==> config.mk <==
export PLATFORM = sky130hd
export DESIGN_NAME = jt89_wrseq
export DESIGN_NICKNAME = d
export VERILOG_FILES = /design/src/rtl/jt89_wrseq.sv
export SDC_FILE = /design/constraint.sdc
export NUM_CORES = 1
export LEC_CHECK = 0
export BUFFER_PORTS_ARGS = -buffer_cell sky130_fd_sc_hd__buf_2
export CORE_MARGIN = 2
export CORE_UTILIZATION = 25
export CTS_CLUSTER_DIAMETER = 30
export CTS_CLUSTER_SIZE = 12
export DETAILED_ROUTE_END_ITERATION = 10
export PLACE_DENSITY = 0.4
export SETUP_SLACK_MARGIN = 0.2
export SLEW_MARGIN = 20
export SYNTH_ARGS = -nofsm -noshare
export SYNTH_HDL_FRONTEND = slang
export SYNTH_SLANG_ARGS = --single-unit
==> constraint.sdc <==
create_clock -name clk -period 3.15 [get_ports clk]
set_clock_uncertainty 0.05 [all_clocks]
set_input_delay 0.63 -clock clk [delete_from_list [all_inputs] [get_ports clk]]
set_output_delay 0.63 -clock clk [all_outputs]
set_load 0.05 [all_outputs]
==> src/rtl/jt89_wrseq.sv <==
// SN76489 write sequencer: FIFO-buffered register requests serialised into latch/data bytes on cen.
// First byte one cen after pop; req_ready = FIFO not full. JT89_WRSEQ_SHADOW_EN enables redundant-write suppression.
module jt89_wrseq #(
  parameter int DEPTH = 4,
  parameter int GAP   = 1
) (
  input  logic       clk,
  input  logic       rst_n,
  input  logic       cen,
  input  logic       req_valid,
  output logic       req_ready,
  input  logic [2:0] req_reg,
  input  logic [9:0] req_val,
  output logic       wr_n,
  output logic [7:0] dout,
  output logic       busy
);

  localparam int AW = $clog2(DEPTH);
  localparam logic [3:0] GAP_W = 4'(GAP);

  typedef enum logic [1:0] {S_IDLE, S_LATCH, S_DATA, S_GAP} state_t;

  logic [12:0]   mem [DEPTH];
  logic [AW-1:0] wptr, rptr;
  logic [AW:0]   count;
  logic          push, pop, nonempty;

  state_t     st, st_n;
  logic       wr_n_n, pend, pend_n;
  logic [7:0] dout_n;
  logic [5:0] data_q, data_n;
  logic [3:0] gcnt, gcnt_n;

  logic [2:0] head_reg;
  logic [9:0] head_val;
  logic       is_tone, is_noise, drop, need_data;
  logic [3:0] low4;

  assign req_ready = count != (AW+1)'(DEPTH);
  assign push      = req_valid & req_ready;
  assign nonempty  = count != '0;
  assign busy      = nonempty || (st != S_IDLE);
  assign head_reg  = mem[rptr][12:10];
  assign head_val  = mem[rptr][9:0];
  assign is_noise  = head_reg == 3'b110;
  assign is_tone   = !head_reg[0] && !is_noise;
  assign low4      = is_noise ? {1'b0, head_val[2:0]} : head_val[3:0];

  always_ff @(posedge clk) begin
    if (push) mem[wptr] <= {req_reg, req_val};
  end

  always_ff @(posedge clk or negedge rst_n) begin
    if (!rst_n) begin
      wptr  <= '0;
      rptr  <= '0;
      count <= '0;
    end else begin
      if (push) wptr <= wptr + 1'b1;
      if (pop)  rptr <= rptr + 1'b1;
      count <= count + {{AW{1'b0}}, push} - {{AW{1'b0}}, pop};
    end
  end

`ifdef JT89_WRSEQ_SHADOW_EN
  logic [9:0] shadow [8];
  logic [9:0] mask;

  assign mask      = is_tone ? 10'h3FF : (is_noise ? 10'h007 : 10'h00F);
  assign drop      = (head_val & mask) == shadow[head_reg];
  assign need_data = is_tone && (head_val[9:4] != shadow[head_reg][9:4]);

  always_ff @(posedge clk or negedge rst_n) begin
    if (!rst_n) begin
      for (int i = 0; i < 8; i++) shadow[i] <= '0;
    end else if (pop) begin
      shadow[head_reg] <= head_val & mask;
    end
  end
`else
  assign drop      = 1'b0;
  assign need_data = is_tone;
`endif

  always_ff @(posedge clk or negedge rst_n) begin
    if (!rst_n) begin
      st     <= S_IDLE;
      wr_n   <= 1'b1;
      dout   <= 8'h00;
      pend   <= 1'b0;
      data_q <= '0;
      gcnt   <= '0;
    end else begin
      st     <= st_n;
      wr_n   <= wr_n_n;
      dout   <= dout_n;
      pend   <= pend_n;
      data_q <= data_n;
      gcnt   <= gcnt_n;
    end
  end

  always_comb begin
    logic fin, launch;
    st_n   = st;
    wr_n_n = wr_n;
    dout_n = dout;
    pend_n = pend;
    data_n = data_q;
    gcnt_n = gcnt;
    pop    = 1'b0;
    fin    = 1'b0;
    launch = 1'b0;
    if (cen) begin
      case (st)
        S_IDLE: launch = nonempty;
        S_LATCH, S_DATA: begin
          if (GAP_W == 4'd0) begin
            fin = 1'b1;
          end else begin
            st_n   = S_GAP;
            wr_n_n = 1'b1;
            gcnt_n = GAP_W - 4'd1;
          end
        end
        S_GAP: begin
          if (gcnt == 4'd0) fin = 1'b1;
          else              gcnt_n = gcnt - 4'd1;
        end
        default: st_n = S_IDLE;
      endcase
      // Gap end goes straight to the next latch so back-to-back requests keep (GAP+1) spacing
      if (fin) begin
        if (pend) begin
          st_n   = S_DATA;
          wr_n_n = 1'b0;
          dout_n = {2'b00, data_q};
          pend_n = 1'b0;
        end else if (nonempty) begin
          launch = 1'b1;
        end else begin
          st_n   = S_IDLE;
          wr_n_n = 1'b1;
        end
      end
      if (launch) begin
        pop    = 1'b1;
        pend_n = need_data && !drop;
        data_n = head_val[9:4];
        if (drop) begin
          st_n   = S_IDLE;
          wr_n_n = 1'b1;
        end else begin
          st_n   = S_LATCH;
          wr_n_n = 1'b0;
          dout_n = {1'b1, head_reg, low4};
        end
      end
    end
  end

endmodule

==> impl_metrics.toml <==
[outcome]
outcome = "complete, no violations"

[grt]
first_global_vias = 1894
grt_overflow = 0
grt_max_degree = 30
antenna_found_initial = 0
groute.usage.overall = 0.104
grt_pass1_wl_um = 11000

[placement]
place_congestion = 0.717
hpwl_um = 4400
io_buffers = 27
dpl_cell_area_mm2 = 0.00373
post-place-ws_ns = 0.798
place_inst = 402

[cts]
numCtsBuffers = 9
cts_setup_buffers = 0
cts.hold.buffers_added = 0
clockBufferDepth = 2
post_cts_resized = 0
cts_tree = "yes"
clock_latency_ns = 0.33
htree_levels = 3
root_buffer = "clkbuf_16"
cts.clk_slew.worst_paths_ns = 0.06
cts.sinks = 81

[yosys]
synth_area_mm2 = 0.00341
yosys_warnings = 0
synth_top_area_frac = 0.458
synth_area_per_cell_um2 = 16.7
synth_seq_cells = 81
postSynthNetCount = 232
ys_types = 45
yosys.area.top_type = "edfxtp_1"
synthTopCellsByArea = "edfxtp_1, dfrtp_1, mux4_2, ha_1, mux2_2"
ys_seq_area_frac = 0.671
syn_inst = 204

[power]
p_total_mw = 3.98
pwr-share-comb = 0.333
power_frac_clock = 0.239
ir_drop_v = 0.000379
swShare = 0.355
seqPwrFrac = 0.428
power.switching_mw = 1.41
power-per-cell-area_mw_per_mm2 = 995
p_leak_nw = 1.54
power.internal_mw = 2.56

[run]
drv_cap = 0

[final_layout]
n_antenna_cell = 0
instances_no_fill = 418
fin_area_mm2 = 0.00400
fillCellCount = 1326
nets = 265
syn_to_final_growth_pct = 17.3
drive_above_1_share = 0.298

[floorplan]
die_area_mm2 = 0.0146
die_x_um = 121
start_util = 0.256
core.rowCount = 42
die_h_um = 121
fp.coreArea_mm2 = 0.0133
io-pin-count = 28

[routing]
drc = 0
vias = 1780
wirelength_um = 6920
ant_nets = 0
via_per_inst = 4.26
drt-initial-drc-count = 142
drt-wirelength-per-cell_um = 16.6
drt-pass1-iter-count = 5

[timing]
timing.final.ws_setup_ns = 0.788
tightest_slew_ns = 0.813
slew_headroom = 0.458
fin_tns_setup_ns = 0
finalCritPeriodShare = 0.750
fmax_mhz = 423
finalSetupViolations = 0
hold_violations = 0
min_period_ns = 2.36
slew_violations = 0
rsz0062_at_grt = "no"

[worst_setup_path]
cp_max_fo = 6
path_class = "reg -> reg"
arrival_ns = 2.53
worstPathRequired_ns = 3.32
critPathLaunchType = "flip-flop"
end_kind = "flip-flop"

[min_path]
hold_path.class = "in -> async"
==> layout make-up <==
cell class              instances  area (um2)  share of cell area
flip-flops and latches         81        2290               0.572
multi-input cells             103        1020               0.256
clock buffers                  12         236              0.0592
well taps                     176         220              0.0551
repair buffers                 29         150              0.0376
inverters                      13        48.8              0.0122
clock inverters                 4        28.8             0.00720
==> cell usage after synthesis (all sizes together) <==
master   instances
nor2             2
and3             4
o2111a           1
a31oi            1
nand3b           2
nand3            2
buf              5
dfstp            1
clkbuf           2
mux4            13
xnor2            3
or4              1
o311a            1
a22o             3
mux2i            5
o211ai           3
and4bb           1
a21o             1
dfrtp           28
mux2             7
nand2           12
nor4             1
o21ai           12
or3              1
o211a            1
a22oi            2
ha              10
a21oi            4
nor3             1
o31ai            1
nand4bb          1
o21a             1
inv             13
fa               1
and2             1
edfxtp          52
nand2b           1
nand4            1
xor2             2
==> final timing paths <==
check,from,to,slack [ns],cells past startpoint
min in group clk,dout[4]$_DFFE_PN0P_,dout[4]$_DFFE_PN0P_,0.42,2
worst min register to register,dout[4]$_DFFE_PN0P_,dout[4]$_DFFE_PN0P_,0.42,2
worst max-delay path,gcnt[0]$_DFFE_PN0P_,count[2]$_DFF_PN0_,0.79,9
worst min-delay path,rst_n,dout[4]$_DFFE_PN0P_,0.29,1
max in group asynchronous,rst_n,st[1]$_DFFE_PN0P_,2.31,1
worst max register to register,gcnt[0]$_DFFE_PN0P_,count[2]$_DFF_PN0_,0.79,9
==> logic make-up (layout without fill, tap and decap cells) <==
family,count (synthesis),after routing,share of synthesized area
AO/OA/AOI/OAI,31,31,0.0679
XOR/XNOR,5,5,0.0129
adder cells (fa/ha/maj),11,11,0.0426
buffers and inverters,20,58,0.0279
flip-flops,81,81,0.671
multiplexers,25,25,0.124
AND/OR/NAND/NOR,31,31,0.0536
==> through the flow <==
step / hold WS (ns) / util
final: 0.292 / 0.301
after global routing: 0.347 / 0.301
after global placement: 0.420 / 0.281
after CTS: 0.321 / 0.301
after detailed placement: 0.419 / 0.281
after floorplan: 0.284 / -
==> power by group through the flow <==
stage | Combinational, mW | Sequential [mW] | Clock [mW]
3_5_place_dp | 1.35 | 1.74 | 0
2_1_floorplan | 0.901 | 1.80 | 0
4_1_cts | 1.36 | 1.71 | 0.973
6_report | 1.32 | 1.70 | 0.949
5_1_grt | 1.45 | 1.75 | 1.02
3_3_place_gp | 1.35 | 1.73 | 0
==> placed cells by master, fill, tap and decap left out, types with 2 or more instances in the layout <==
cell	synthesis	routed
and3_1	4	4
clkbuf_16	0	9
ha_1	10	10
buf_2	1	27
clkbuf_1	2	3
a22o_1	2	2
inv_1	13	13
xor2_1	2	2
nand3b_1	2	2
nand3_1	2	2
edfxtp_1	52	52
clkinvlp_4	0	2
a22oi_1	2	2
o21ai_0	11	11
mux2_2	7	7
xnor2_1	3	3
dfrtp_1	28	28
a21oi_1	4	4
nand2_1	12	12
mux4_2	13	13
mux2i_1	5	5
o211ai_1	2	2
buf_4	1	2
nor2_1	2	2
==> worst max-delay path, stage by stage, from the launching register on <==
cell and delay [ns]:
dfrtp_1 0.40, inv_1 0.06, ha_1 0.23, and4bb_4 0.25
o2111a_1 0.25, ha_1 0.27, inv_1 0.03, ha_1 0.19
fa_1 0.38, xnor2_1 0.13
==> state kept, by name, indices dropped and copies added, names as in the netlist <==
name	count
dout	8
pend	1
wr_n	1
gcnt	4
mem	52
data_q	6
count	3
st	2
wptr	2
rptr	2
==> routing by layer <==
metal	vias up	part of all wire	wire (um)	global-route usage
met5	-	0	0	0
met4	0	0.0045	31	0.0240
met3	2	0.041	283	0.0420
met2	35	0.48	3340	0.167
met1	895	0.47	3260	0.132
li1	848	-	-	-
Power figures use the tool's default switching activity.
